===== src/rtl/alu_pkg.sv =====
// alu_pkg: opcodes, flag indices and FSM state shared by the ALU issue path.
`timescale 1ns/1ps
package alu_pkg;

  localparam logic [3:0] OP_AND = 4'b0000;
  localparam logic [3:0] OP_OR  = 4'b0001;
  localparam logic [3:0] OP_ADD = 4'b0010;
  localparam logic [3:0] OP_SUB = 4'b0110;
  localparam logic [3:0] OP_SLT = 4'b0111;
  localparam logic [3:0] OP_SGT = 4'b1011;
  localparam logic [3:0] OP_NOR = 4'b1100;

  localparam int FLAG_Z = 0;
  localparam int FLAG_C = 1;
  localparam int FLAG_V = 2;
  localparam int FLAG_W = 3;
  localparam int OP_W   = 4;

  typedef enum logic {
    IDLE = 1'b0,
    EXEC = 1'b1
  } state_e;

  // Subtract-style ops (bit 2 or 3 set) need the +1 of two's-complement negate
  function automatic logic cin_of(logic [3:0] op);
    return op[3] | op[2];
  endfunction

endpackage


===== src/rtl/alu_rsp_fifo.sv =====
// alu_rsp_fifo: small response queue, head shown combinationally.
`timescale 1ns/1ps
module alu_rsp_fifo #(
  parameter int DW    = 11,
  parameter int DEPTH = 2,
  parameter int CW    = $clog2(DEPTH + 1)
) (
  input  logic          clk,
  input  logic          rst_n,
  input  logic          push_i,
  input  logic [DW-1:0] wdata_i,
  input  logic          pop_i,
  output logic [DW-1:0] rdata_o,
  output logic          empty_o,
  output logic [CW-1:0] count_o
);

  localparam int PW = (DEPTH > 1) ? $clog2(DEPTH) : 1;

  logic [DW-1:0] mem_q [DEPTH];
  logic [PW-1:0] wr_q;
  logic [PW-1:0] rd_q;
  logic [CW-1:0] cnt_q;
  logic          do_push;
  logic          do_pop;

  function automatic logic [PW-1:0] inc(
    logic [PW-1:0] p
  );
    return (p == PW'(DEPTH - 1)) ? '0 : p + 1'b1;
  endfunction

  assign do_push = push_i & (cnt_q != CW'(DEPTH));
  assign do_pop  = pop_i & (cnt_q != '0);

  always_ff @(posedge clk or negedge rst_n) begin
    if (!rst_n) begin
      wr_q  <= '0;
      rd_q  <= '0;
      cnt_q <= '0;
      for (int i = 0; i < DEPTH; i++) begin
        mem_q[i] <= '0;
      end
    end else begin
      if (do_push) begin
        mem_q[wr_q] <= wdata_i;
        wr_q        <= inc(wr_q);
      end
      if (do_pop) begin
        rd_q <= inc(rd_q);
      end
      unique case ({do_push, do_pop})
        2'b10:   cnt_q <= cnt_q + 1'b1;
        2'b01:   cnt_q <= cnt_q - 1'b1;
        default: cnt_q <= cnt_q;
      endcase
    end
  end

  assign empty_o = (cnt_q == '0);
  assign rdata_o = empty_o ? '0 : mem_q[rd_q];
  assign count_o = cnt_q;

endmodule


===== src/rtl/alu_issue_ctrl.sv =====
// alu_issue_ctrl: registers one request into the ALU, captures its
// result into a response FIFO and tracks overflow statistics.
`timescale 1ns/1ps
module alu_issue_ctrl
  import alu_pkg::*;
#(
  parameter int WIDTH = 4,
  parameter int DEPTH = 2
) (
  input  logic             clk,
  input  logic             rst_n,
  input  logic             req_valid,
  output logic             req_ready,
  input  logic [3:0]       req_op,
  input  logic [WIDTH-1:0] req_a,
  input  logic [WIDTH-1:0] req_b,
  output logic [WIDTH-1:0] A,
  output logic [WIDTH-1:0] B,
  output logic [3:0]       ALU_cont,
  output logic             Cin,
  input  logic [WIDTH-1:0] X,
  input  logic             Cout,
  input  logic             Zero,
  input  logic             Overflow,
  output logic             rsp_valid,
  input  logic             rsp_ready,
  output logic [WIDTH-1:0] rsp_x,
  output logic [2:0]       rsp_flags,
  output logic [3:0]       rsp_op,
  output logic             ov_sticky,
  input  logic             sticky_clr,
  output logic [7:0]       ov_count
);

  localparam int DW = WIDTH + FLAG_W + OP_W;
  localparam int CW = $clog2(DEPTH + 1);

  state_e           state_q, state_d;
  logic [WIDTH-1:0] a_q, a_d;
  logic [WIDTH-1:0] b_q, b_d;
  logic [3:0]       op_q, op_d;
  logic             ov_q, ov_d;
  logic [7:0]       ovc_q, ovc_d;

  logic             accept;
  logic             push;
  logic             pop;
  logic             empty;
  logic [CW-1:0]    count;
  logic [2:0]       flags;
  logic [DW-1:0]    wdata;
  logic [DW-1:0]    rdata;

  assign req_ready = (state_q == IDLE) & (count < CW'(DEPTH));
  assign accept    = req_valid & req_ready;
  assign push      = (state_q == EXEC);
  assign pop       = rsp_valid & rsp_ready;

  always_comb begin
    state_d = state_q;
    a_d     = a_q;
    b_d     = b_q;
    op_d    = op_q;
    unique case (state_q)
      IDLE: begin
        if (accept) begin
          state_d = EXEC;
          a_d     = req_a;
          b_d     = req_b;
          op_d    = req_op;
        end
      end
      EXEC:    state_d = IDLE;
      default: state_d = IDLE;
    endcase
  end

  // A clear in the same cycle as an overflow push takes priority
  always_comb begin
    ov_d  = ov_q;
    ovc_d = ovc_q;
    if (sticky_clr) begin
      ov_d  = 1'b0;
      ovc_d = '0;
    end else if (push && Overflow) begin
      ov_d = 1'b1;
      if (ovc_q != 8'hFF) begin
        ovc_d = ovc_q + 1'b1;
      end
    end
  end

  always_ff @(posedge clk or negedge rst_n) begin
    if (!rst_n) begin
      state_q <= IDLE;
      a_q     <= '0;
      b_q     <= '0;
      op_q    <= '0;
      ov_q    <= 1'b0;
      ovc_q   <= '0;
    end else begin
      state_q <= state_d;
      a_q     <= a_d;
      b_q     <= b_d;
      op_q    <= op_d;
      ov_q    <= ov_d;
      ovc_q   <= ovc_d;
    end
  end

  always_comb begin
    flags         = '0;
    flags[FLAG_V] = Overflow;
    flags[FLAG_C] = Cout;
    flags[FLAG_Z] = Zero;
  end

  assign wdata = {X, flags, op_q};

  alu_rsp_fifo #(
    .DW    (DW),
    .DEPTH (DEPTH),
    .CW    (CW)
  ) u_fifo (
    .clk     (clk),
    .rst_n   (rst_n),
    .push_i  (push),
    .wdata_i (wdata),
    .pop_i   (pop),
    .rdata_o (rdata),
    .empty_o (empty),
    .count_o (count)
  );

  assign A         = a_q;
  assign B         = b_q;
  assign ALU_cont  = op_q;
  assign Cin       = cin_of(op_q);
  assign rsp_valid = ~empty;
  assign rsp_x     = rdata[DW-1 -: WIDTH];
  assign rsp_flags = rdata[OP_W +: FLAG_W];
  assign rsp_op    = rdata[OP_W-1:0];
  assign ov_sticky = ov_q;
  assign ov_count  = ovc_q;

endmodule


===== config.mk =====
export PLATFORM = sky130hd
export DESIGN_NAME = alu_issue_ctrl
export DESIGN_NICKNAME = d
export VERILOG_FILES = /design/src/rtl/alu_pkg.sv /design/src/rtl/alu_rsp_fifo.sv /design/src/rtl/alu_issue_ctrl.sv
export SDC_FILE = /design/constraint.sdc
export NUM_CORES = 1
export LEC_CHECK = 0
export ABC_AREA = 1
export BUFFER_PORTS_ARGS = -buffer_cell sky130_fd_sc_hd__buf_2
export CORE_ASPECT_RATIO = 1.75
export CORE_MARGIN = 2
export CORE_UTILIZATION = 50
export DETAILED_ROUTE_END_ITERATION = 10
export PLACE_DENSITY_LB_ADDON = 0.15
export SLEW_MARGIN = 20
export SYNTH_ARGS = -nofsm -noshare
export SYNTH_HDL_FRONTEND = slang
export SYNTH_SLANG_ARGS = --single-unit

===== constraint.sdc =====
create_clock -name clk -period 1.89 [get_ports clk]
set_clock_uncertainty 0.1 [all_clocks]
set_input_delay 0.4725 -clock clk [delete_from_list [all_inputs] [get_ports clk]]
set_output_delay 0.4725 -clock clk [all_outputs]
set_load 0.01 [all_outputs]

==> Flow_metrics.wiki, run 1 <==
{| class="wikitable"
! Metric !! Value
|-
| Outcome || finished clean
|-
| Slowest stage delay, CP || 0.43 ns
|-
| Largest net degree at the start of global routing || 49
|-
| Family with the most delay on the worst path || flip-flops
|-
| Time the worst path needs with I/O delays and setup || 1.863 ns
|-
| Met1 track demand over resource in global routing || 25.16%
|-
| CP max-delay cell || sky130_fd_sc_hd__dfrtp_1
|-
| Post-synthesis sequential element count || 48
|-
| Synthesis-to-finish area growth || 19.69%
|-
| Global-route wire length before repair || 7962 um
|-
| RSZ-0062 raised after global routing || true
|-
| Post-CTS clock slew at the launch and capture registers of the worst setup and hold paths || 0.09 ns
|-
| Cells after Synth || 272
|-
| CTS H-tree lvls || 2
|-
| Worst hold path type || in2async
|-
| Initial Util || 51.55%
|-
| Final weighted congestion in routability-driven placement || 0.7597
|-
| Number of buffers and inverters on the critical path || 2
|-
| Count of cell types in the netlist || 22
|-
| Pre-CTS worst setup slack || 0.1680 ns
|-
| Cell area after synthesis || 2250 um2
|-
| Cell Count Post-Placement || 376
|-
| Maximum fanout count along the critical path || 11
|-
| Final setup violation count || 0
|-
| Data arrival at the endpoint of the critical path || 1.29 ns
|-
| Max-Cap Viols || 0
|-
| Crit Reg-Reg Endpoint || u_fifo.count_o[1]
|-
| Iteration-0 DRC Markers || 53
|-
| Standard cell core area || 4364 um2
|-
| Die width || 54.71 um
|-
| Worst Reg-to-Reg Cells || 6
|-
| CTS tree || yes
|-
| CP cell instances || nor2_4 > inv_4 > o21ai_0 > a21oi_1 > buf_2
|-
| Setup slack on the worst flop-to-flop path || 0.11 ns
|-
| Die footprint || 5073 um2
|-
| Post-layout worst setup margin || 0.02745 ns
|-
| Number of port buffers || 58
|-
| Crit path required time || 1.32 ns
|-
| Post-Syn Nets || 298
|-
| Critical path start-end classification || reg2out
|-
| Top-Level Pins || 59
|-
| Final HPWL from detailed placement || 3351 um
|-
| Master cell of the clock root buffer || sky130_fd_sc_hd__clkbuf_8
|-
| Remaining design rule violation count || 0
|-
| Source of the critical timing path || u_fifo.count_o[1]
|-
| Least-Margin Pin Slew || 0.5614 ns
|-
| Yosys Warn Count || 0
|-
| Final Hold Violating Endpoints || 0
|-
| Nets@finish || 359
|-
| Standby leakage power || 0.001462 uW
|-
| Final total power || 4122 uW
|-
| Global-route usage over all layers || 21.34%
|-
| Drt first pass iters || 4
|-
| Most common library cell in the layout ignoring fill and taps || sky130_fd_sc_hd__nand2_1
|-
| Mean routed wirelength per cell || 12.49 um
|-
| Endpoint class of the critical path || primary output
|-
| Met3 global-route usage || 3.548%
|-
| Vias per Instance || 4.943
|-
| Critical Path Sink || rsp_op[1]
|-
| Initial antenna violation count || 0
|-
| R2R Path Start || u_fifo.count_o[0]
|-
| Fraction of the yosys area taken by sequential cells || 53.39%
|-
| Total via count in the routed design || 1903
|-
| Final worst hold slack || 0.02617 ns
|-
| Final period util || 98.55%
|-
| Clk Latency, worst-skew pair || 0.30 ns
|-
| Vertical die dimension || 92.74 um
|-
| Number of standard cells in the layout, taps in and fillers out || 385
|-
| Number of sinks on the clock net || 48
|-
| Std cell rows || 32
|-
| Clock tree buffer depth || 2
|-
| Most used cells in the layout excluding fill and tap cells || sky130_fd_sc_hd__nand2_1, sky130_fd_sc_hd__buf_2, sky130_fd_sc_hd__dfrtp_1
|-
| Final antenna diode count || 0
|-
| Layer with the highest usage || met2
|-
| Syn_area_per_cell || 8.271 um2
|-
| Number of global-route vias before repair || 1883
|-
| Layout cell share with drive strength beyond 1 || 26.65%
|-
| Crit start category || flop
|-
| Final Max Tran Viols || 0
|-
| Global-route met2 utilization || 34.33%
|-
| Post-DRT Antenna Nets || 0
|-
| TritonCTS buffer count || 5
|-
| Top achievable clock speed || 536.9 MHz
|-
| Final global-route overflow total || 0
|-
| Fin Setup TNS || 0 ns
|-
| Power density over cell area || 1531 nW/um2
|-
| Worst slew margin relative to its limit || 62.49%
|-
| Count of cell instances traversed by the critical path || 5
|-
| Detailed-route wire length || 4809 um
|-
| Highest ir drop seen on vdd || 0.8892 mV
|}
-- cell usage after synthesis --
cell type	count	area share, %
sky130_fd_sc_hd__nand2_1	111	19
sky130_fd_sc_hd__clkbuf_1	2	0.33
sky130_fd_sc_hd__inv_2	3	0.50
sky130_fd_sc_hd__buf_2	1	0.22
sky130_fd_sc_hd__nand3_1	12	2.7
sky130_fd_sc_hd__o21ai_1	1	0.22
sky130_fd_sc_hd__buf_4	2	0.67
sky130_fd_sc_hd__dfrtp_1	48	53
sky130_fd_sc_hd__nand2_2	1	0.28
sky130_fd_sc_hd__o21bai_1	2	0.67
sky130_fd_sc_hd__or2_2	1	0.28
sky130_fd_sc_hd__a21oi_1	15	3.3
sky130_fd_sc_hd__xor2_1	2	0.78
sky130_fd_sc_hd__buf_6	4	2.0
sky130_fd_sc_hd__nor2_4	2	1.0
sky130_fd_sc_hd__ha_1	2	1.1
sky130_fd_sc_hd__o21ai_2	8	3.1
sky130_fd_sc_hd__o21ai_0	17	3.8
sky130_fd_sc_hd__xnor2_1	1	0.39
sky130_fd_sc_hd__inv_1	24	4.0
sky130_fd_sc_hd__o21ai_4	1	0.72
sky130_fd_sc_hd__nor2_1	12	2.0
-- flip-flops by register name, summed over array words and instances, names as in the netlist --
| signal | count |
|---|---|
| B | 4 |
| A | 4 |
| ov_count | 8 |
| ov_sticky | 1 |
| u_fifo.mem_q | 22 |
| ALU_cont | 4 |
| u_fifo.count_o | 2 |
| u_fifo.wr_q | 1 |
| u_fifo.rd_q | 1 |
| push | 1 |
-- repair_timing --
item                       in CTS  in global routing
hold buffers                    0                  0
resized for setup               3                  4
gates cloned                    0                  0
buffers inserted                0                  1
setup endpoints to repair      10                 10
-- per-layer routing --
metal  share of wire, %  routed length (um)
met5                  0                   0
met4                2.9                 140
met3                4.4                 211
met2                 52                2509
met1                 40                1947
-- power by group --
group / internal [uW] / leakage, uW / switching, uW
logic: 723 / 0.000810 / 1070
clock network: 297 / 0.0000434 / 355
registers: 1440 / 0.000608 / 246
total: 2450 / 0.00146 / 1670
-- final cells by class --
class                   count  area, um2
clock buffers               6      82.58
clock inverters             2      15.01
fillers                   431       1672
inverters                  27      103.9
multi-input cells         188      882.1
flip-flops and latches     48       1201
well taps                  51      63.81
repair buffers             63      344.1
-- per-stage QoR --
stage / cell area [um2] / utilization [%]
CTS: 2674 / 61.27
detailed placement: 2574 / 58.97
global route: 2693 / 61.70
global placement: 2574 / 58.97
finish: 2693 / 61.70
floorplan: 2250 / -
-- how the worst min path moves through the flow --
stage | endpoint | startpoint
floorplan | ALU_cont[0] | rst_n
global placement | u_fifo.mem_q[20] | u_fifo.mem_q[20]
detailed placement | u_fifo.mem_q[19] | u_fifo.mem_q[19]
CTS | u_fifo.mem_q[2] | rst_n
global route | u_fifo.mem_q[2] | rst_n
finish | u_fifo.mem_q[2] | rst_n
-- kinds of logic (layout without fill, tap and decap cells) --
group,count (synthesis),count (layout),share of synthesized area [%]
and+or+nand+nor,139,139,24.75
DFF,48,48,53.39
AOI/OAI and AO/OA,44,44,11.85
buffers and inverters,36,98,7.731
xor gates and xnor gates,3,3,1.168
adders and majority gates,2,2,1.112
(Power assumes the default switching activity.)
==> run 2, diff against run 1 <==
--- a/config.mk
+++ b/config.mk
@@ -5,7 +5,6 @@
 export SDC_FILE = /design/constraint.sdc
 export NUM_CORES = 1
 export LEC_CHECK = 0
-export ABC_AREA = 1
 export BUFFER_PORTS_ARGS = -buffer_cell sky130_fd_sc_hd__buf_2
 export CORE_ASPECT_RATIO = 1.75
 export CORE_MARGIN = 2
==> run 2 against run 1 <==
Net effect: register-to-register slack improved by 0.17 ns; non-clock buffer count increased by 7; sequential power increased by 5%; clock power decreased by 4.1%; first-iteration DRC count decreased by 60%; cell area increased by 2.7%; critical endpoint is now rsp_flags[2]; die area decreased by 0.47%; critical path type unchanged.
==> Flow_metrics.wiki, run 2 <==
{| class="wikitable"
! Metric !! Value
|-
| Initial Util || 51.29%
|-
| Outcome || finished clean
|-
| Number of standard cells in the layout, taps in and fillers out || 290
|-
| Final global-route overflow total || 0
|-
| Post-CTS clock slew at the launch and capture registers of the worst setup and hold paths || 0.08 ns
|-
| Initial antenna violation count || 0
|-
| Detailed-route wire length || 4264 um
|-
| Proportion of power drawn by the clock network || 14.1%
|-
| Clock tree buffer depth || 2
|-
| Crit start category || flop
|-
| Die footprint || 5049 um2
|-
| Fraction of the yosys area taken by sequential cells || 53.66%
|-
| Vias per Instance || 5.259
|-
| Critical path start-end classification || reg2out
|-
| Final Max Tran Viols || 0
|-
| Standby leakage power || 0.001346 uW
|-
| CTS tree || yes
|-
| Mean routed wirelength per cell || 14.70 um
|-
| Internal || 2930 uW
|-
| Final weighted congestion in routability-driven placement || 0.7230
|-
| Global-route wire length before repair || 7127 um
|-
| Fraction of power consumed by sequential logic || 40.1%
|-
| Switching part of the total power || 33.67%
|-
| CTS H-tree lvls || 2
|-
| Die width || 54.58 um
|-
| RSZ-0062 raised after global routing || true
|-
| Final total power || 4418 uW
|-
| Met2 wire length || 2305 um
|-
| Cell Count Post-Placement || 278
|-
| Worst hold path type || in2async
|-
| Nets@finish || 264
|-
| Most numerous cell in the Yosys netlist || sky130_fd_sc_hd__dfrtp_1
|-
| Std cell rows || 32
|-
| Final setup violation count || 0
|-
| Combinational cell fraction of total power || 45.8%
|-
| Worst slew margin relative to its limit || 81.34%
|-
| CP cell instances || buf_4 > mux2i_1 > nor2_1 > buf_2
|-
| Post-synthesis sequential element count || 48
|-
| Flip-flop count of the largest register after layout || 22
|-
| Number of global-route vias before repair || 1604
|-
| Main synth FF type || sky130_fd_sc_hd__dfrtp_1
|-
| Register containing the most flip-flops in the final layout || u_fifo.mem_q
|-
| Layout cell share with drive strength beyond 1 || 51.88%
|-
| Post-DRT Antenna Nets || 0
|-
| Power density over cell area || 1597 nW/um2
|-
| Commonest cells post-synth || sky130_fd_sc_hd__dfrtp_1, sky130_fd_sc_hd__nor2_1, sky130_fd_sc_hd__mux2_4, sky130_fd_sc_hd__mux2_2, sky130_fd_sc_hd__mux2i_1
|-
| Final HPWL from detailed placement || 3150 um
|-
| Synth top area cells || sky130_fd_sc_hd__dfrtp_1, sky130_fd_sc_hd__mux2_4, sky130_fd_sc_hd__mux2_2
|-
| Total via count in the routed design || 1525
|-
| Synthesis-to-finish area growth || 23.59%
|-
| Largest net degree at the start of global routing || 49
|-
| Time the worst path needs with I/O delays and setup || 1.863 ns
|-
| Syn_area_per_cell || 13.32 um2
|-
| Cells after Synth || 168
|-
| Largest area contributor in the synthesized netlist || sky130_fd_sc_hd__dfrtp_1
|-
| Hold-fix buffer count after cts || 0
|-
| Net switching power of the design || 1488 uW
|-
| Final period util || 98.58%
|-
| Data arrival at the endpoint of the critical path || 1.29 ns
|-
| Top achievable clock speed || 536.7 MHz
|-
| Number of sinks on the clock net || 48
|-
| Pre-CTS worst setup slack || 0.2081 ns
|-
| Number of port buffers || 58
|-
| CP max-delay cell || sky130_fd_sc_hd__dfrtp_2
|-
| Family with the most delay on the worst path || flip-flops
|-
| Ys async rst share || 100.0%
|-
| Slowest stage delay, CP || 0.45 ns
|-
| Endpoint class of the critical path || primary output
|-
| Standard cell core area || 4364 um2
|-
| Iteration-0 DRC Markers || 21
|-
| Highest ir drop seen on vdd || 1.024 mV
|-
| Post-layout worst setup margin || 0.02676 ns
|-
| Number of buffers and inverters on the critical path || 2
|-
| Top-Level Pins || 59
|-
| Clk Latency, worst-skew pair || 0.30 ns
|-
| Crit path required time || 1.32 ns
|-
| Max-Cap Viols || 0
|-
| Vertical die dimension || 92.51 um
|-
| Layout Utilization || 63.39%
|-
| Final Hold Violating Endpoints || 0
|-
| Master cell of the clock root buffer || sky130_fd_sc_hd__clkbuf_8
|-
| Sum of routed wire segments on met1 || 1685 um
|-
| TritonCTS buffer count || 5
|-
| Most common library cell in the layout ignoring fill and taps || sky130_fd_sc_hd__buf_2
|-
| Least-Margin Pin Slew || 0.2799 ns
|-
| Yosys top cell area share || 53.66%
|-
| Maximum fanout count along the critical path || 4
|-
| Global-route usage over all layers || 18.98%
|-
| Drt first pass iters || 4
|-
| Post-Syn Nets || 194
|-
| Cell area after synthesis || 2238 um2
|-
| Met3 WL || 211 um
|-
| Final antenna diode count || 0
|-
| Count of cell types in the netlist || 32
|-
| Highest metal used || met4
|-
| Post-synth EDFFs || 0
|-
| Yosys Warn Count || 0
|-
| Most used cells in the layout excluding fill and tap cells || sky130_fd_sc_hd__buf_2, sky130_fd_sc_hd__dfrtp_1, sky130_fd_sc_hd__nor2_1
|-
| Remaining design rule violation count || 0
|}
-- run 2: cell types whose count changed in the layout (fill, tap and decap cells not counted), moves of 9 or more --
| cell | previous run | this run |
|---|---|---|
| sky130_fd_sc_hd__a21oi_1 | 15 | 1 |
| sky130_fd_sc_hd__inv_1 | 23 | 3 |
| sky130_fd_sc_hd__mux2_2 | 0 | 16 |
| sky130_fd_sc_hd__mux2_4 | 0 | 19 |
| sky130_fd_sc_hd__mux2i_1 | 0 | 12 |
| sky130_fd_sc_hd__nand2_1 | 111 | 3 |
| sky130_fd_sc_hd__nand3_1 | 12 | 3 |
| sky130_fd_sc_hd__nor2_1 | 11 | 23 |
| sky130_fd_sc_hd__o21ai_0 | 15 | 0 |
-- run 2: path summary, 6_finish.rpt --
path	end	from	slack, ns	cells past startpoint
min reg2reg	u_fifo.mem_q[0]	u_fifo.mem_q[0]	0.41	1
max reg2reg	ov_count[3]	ov_count[0]	0.28	5
min	u_fifo.mem_q[15]	rst_n	0.03	2
min in group clk	ALU_cont[1]	req_op[1]	0.30	2
max in group asynchronous	u_fifo.count_o[1]	rst_n	1.40	2
max	rsp_flags[2]	u_fifo.rd_q	0.03	4
-- run 2: power by group through the flow --
stage	registers [uW]	logic [uW]	clock network, uW
after floorplan	1770	1280	0
after global placement	1750	1890	0
after detailed placement	1790	1940	0
after CTS	1790	1960	650
after global routing	1830	2220	694
final	1770	2020	625
-- run 2: metal layers --
layer / GRT usage (%) / vias up
li1: - / 722
met1: 23.53 / 754
met2: 31.15 / 43
met3: 4.677 / 6
met4: 6.250 / 0
met5: 0 / -
-- run 2: cells by family after synthesis --
kind of cell             after synthesis  share of synthesized area [%]
AO/OA/AOI/OAI                         10                          4.081
XOR/XNOR                               7                          2.739
adder cells (fa/ha/maj)                2                          1.118
buffers and inverters                 10                          2.906
flip-flops                            48                          53.66
multiplexers                          48                          26.61
AND/OR/NAND/NOR                       43                          8.888
-- run 2: area by class of cell --
cell class              instances  area (um2)
flip-flops and latches         48        1205
clock inverters                 1       7.507
well taps                      51       63.81
fillers                       348        1598
inverters                       3       11.26
multi-input cells             110       983.4
repair buffers                 70       409.1
clock buffers                   7       86.33
-- run 2: repair_timing --
action,CTS,global route
gates resized for setup,3,4
endpoints found under the setup margin,10,10
buffers inserted,0,4
-- run 2: worst register-to-register path, cell delays in order, from the launching register on --
cell	delay, ns
sky130_fd_sc_hd__dfrtp_1	0.43
sky130_fd_sc_hd__ha_1	0.27
sky130_fd_sc_hd__nand3_1	0.12
sky130_fd_sc_hd__nor2_1	0.04
sky130_fd_sc_hd__nor3_1	0.19
sky130_fd_sc_hd__mux2_2	0.36
-- run 2: through the flow --
step / cell area (um2) / hold WS, ns / TNS, ns
global route: 2766 / 0.04474 / -0.09037
global placement: 2624 / 0.3696 / 0
detailed placement: 2624 / 0.3755 / 0
finish: 2766 / 0.02932 / 0
CTS: 2726 / 0.04295 / 0
floorplan: 2238 / 0.07691 / 0
==> run 3, diff against run 2 <==
--- a/config.mk
+++ b/config.mk
@@ -5,7 +5,7 @@
 export SDC_FILE = /design/constraint.sdc
 export NUM_CORES = 1
 export LEC_CHECK = 0
-export BUFFER_PORTS_ARGS = -buffer_cell sky130_fd_sc_hd__buf_2
+export BUFFER_PORTS_ARGS = -buffer_cell sky130_fd_sc_hd__buf_4
 export CORE_ASPECT_RATIO = 1.75
 export CORE_MARGIN = 2
 export CORE_UTILIZATION = 50
==> run 3 against run 2 <==
Net effect: worst hold slack gained 0.053 ns; fmax grew 0.36%; clock power grew 2%; critical path depth is the same.
==> Flow_metrics.wiki, run 3 (synthesized netlist as in run 2, its figures left out) <==
{| class="wikitable"
! Metric !! Value
|-
| Global-route wire length before repair || 7100 um
|-
| Mean routed wirelength per cell || 15.33 um
|-
| Global-route usage over all layers || 18.98%
|-
| Top achievable clock speed || 538.6 MHz
|-
| Initial Util || 51.29%
|-
| Std cell rows || 32
|-
| Initial antenna violation count || 0
|-
| Most numerous cell on the critical path || sky130_fd_sc_hd__buf_4
|-
| Standby leakage power || 0.001383 uW
|-
| Final weighted congestion in routability-driven placement || 0.7410
|-
| Master cell of the clock root buffer || sky130_fd_sc_hd__clkbuf_8
|-
| Time the worst path needs with I/O delays and setup || 1.857 ns
|-
| Most common library cell in the layout ignoring fill and taps || sky130_fd_sc_hd__buf_4
|-
| Total via count in the routed design || 1545
|-
| Number of global-route vias before repair || 1527
|-
| Least-Margin Pin Slew || 0.6007 ns
|-
| Synthesis-to-finish area growth || 29.12%
|-
| Clock tree buffer depth || 2
|-
| Detailed-route wire length || 4415 um
|-
| Worst hold path type || in2async
|-
| Register containing the most flip-flops in the final layout || u_fifo.mem_q
|-
| Final global-route overflow total || 0
|-
| Internal || 3151 uW
|-
| Data arrival at the endpoint of the critical path || 1.28 ns
|-
| Standard cell core area || 4364 um2
|-
| Crit start category || flop
|-
| Outcome || finished clean
|-
| Vertical die dimension || 92.51 um
|-
| Final worst hold slack || 0.08226 ns
|-
| Remaining design rule violation count || 0
|-
| Final Max Tran Viols || 0
|-
| Critical path start-end classification || reg2out
|-
| Iteration-0 DRC Markers || 22
|-
| Post-DRT Antenna Nets || 0
|-
| Net switching power of the design || 1513 uW
|-
| Top-Level Pins || 59
|-
| TritonCTS buffer count || 5
|-
| Switching part of the total power || 32.45%
|-
| CP cell instances || buf_4 > mux2i_1 > nor2_1 > buf_4
|-
| Max-Cap Viols || 0
|-
| Combinational cell fraction of total power || 47.8%
|-
| Flip-flop count of the largest register after layout || 22
|-
| Highest ir drop seen on vdd || 1.152 mV
|-
| Final HPWL from detailed placement || 3220 um
|-
| Nets@finish || 263
|-
| Fraction of power consumed by sequential logic || 38.5%
|-
| Die width || 54.58 um
|-
| Number of port buffers || 58
|-
| Hold-fix buffer count after cts || 0
|-
| Post-CTS clock slew at the launch and capture registers of the worst setup and hold paths || 0.09 ns
|-
| CTS H-tree lvls || 2
|-
| Die footprint || 5049 um2
|-
| Layout cell share with drive strength beyond 1 || 51.48%
|-
| Slowest stage delay, CP || 0.45 ns
|-
| Crit path required time || 1.32 ns
|-
| Most used cells in the layout excluding fill and tap cells || sky130_fd_sc_hd__buf_4, sky130_fd_sc_hd__dfrtp_1, sky130_fd_sc_hd__nor2_1
|-
| Final setup violation count || 0
|-
| Vias per Instance || 5.365
|-
| Endpoint class of the critical path || primary output
|-
| Fin Setup TNS || 0 ns
|-
| RSZ-0062 raised after global routing || true
|-
| Proportion of power drawn by the clock network || 13.7%
|-
| Power density over cell area || 1614 nW/um2
|-
| Largest net degree at the start of global routing || 49
|-
| Final Hold Violating Endpoints || 0
|-
| Final antenna diode count || 0
|-
| CTS tree || yes
|-
| Worst slew margin relative to its limit || 59.95%
|-
| Final period util || 98.23%
|-
| Clk Latency, worst-skew pair || 0.29 ns
|-
| Maximum fanout count along the critical path || 4
|-
| Number of sinks on the clock net || 48
|-
| CP max-delay cell || sky130_fd_sc_hd__dfrtp_2
|-
| Drt first pass iters || 4
|}
==> run 3: critical path: cells and delay by family, from the launching register on <==
kind | cells | cell delay (ns)
multiplexers | 1 | 0.12
flip-flops | 1 | 0.45
AND/OR/NAND/NOR | 1 | 0.14
buffers and inverters | 2 | 0.28
==> run 3: layout make-up <==
class | count | area (um2)
well taps | 51 | 63.81
fillers | 340 | 1474
multi-input cells | 110 | 979.7
clock buffers | 7 | 96.34
flip-flops and latches | 48 | 1205
repair buffers | 69 | 534.3
inverters | 3 | 11.26
==> run 3: worst paths after layout <==
check,startpoint,to,slack [ns],cells after the start
max in group asynchronous,rst_n,u_fifo.count_o[0],1.18,1
max,u_fifo.rd_q,rsp_flags[2],0.03,4
min,rst_n,u_fifo.mem_q[7],0.08,1
min reg2reg,u_fifo.mem_q[1],u_fifo.mem_q[1],0.41,1
min in group clk,req_b[3],B[3],0.31,2
max reg2reg,ov_count[0],ov_count[4],0.27,5
==> run 3: timing repair <==
action | CTS | global route
endpoints found under the hold margin | 0 | 0
gates resized for setup | 3 | 3
setup buffers | 0 | 5
cloned | 0 | 0
endpoints found under the setup margin | 10 | 10
==> run 3: routing by layer <==
layer | vias to the layer above | GRT usage [%] | part of all wire (%)
met1 | 764 | 23.79 | 40
met5 | - | 0 | 0
li1 | 720 | - | -
met2 | 51 | 31.35 | 53
met3 | 10 | 3.710 | 4.2
met4 | 0 | 6.667 | 2.2
==> run 3: power groups by stage <==
stage	registers (uW)	logic, uW	clock network [uW]
2_1_floorplan	1770	1280	0
3_3_place_gp	1760	2100	0
3_5_place_dp	1800	2150	0
4_1_cts	1800	2170	662
5_1_grt	1860	2420	698
6_report	1800	2230	640
==> run 3: metrics by stage <==
stage,setup slack [ns],power [uW],util [%],instance area (um2),instances
global placement,0.2789,3853,62.82,2741,276
detailed placement,0.2205,3958,62.82,2741,276
CTS,0.002156,4634,65.22,2846,283
floorplan,0.3065,3059,-,2238,168
finish,0.03338,4664,66.23,2890,288
global route,-0.006849,4979,66.23,2890,288
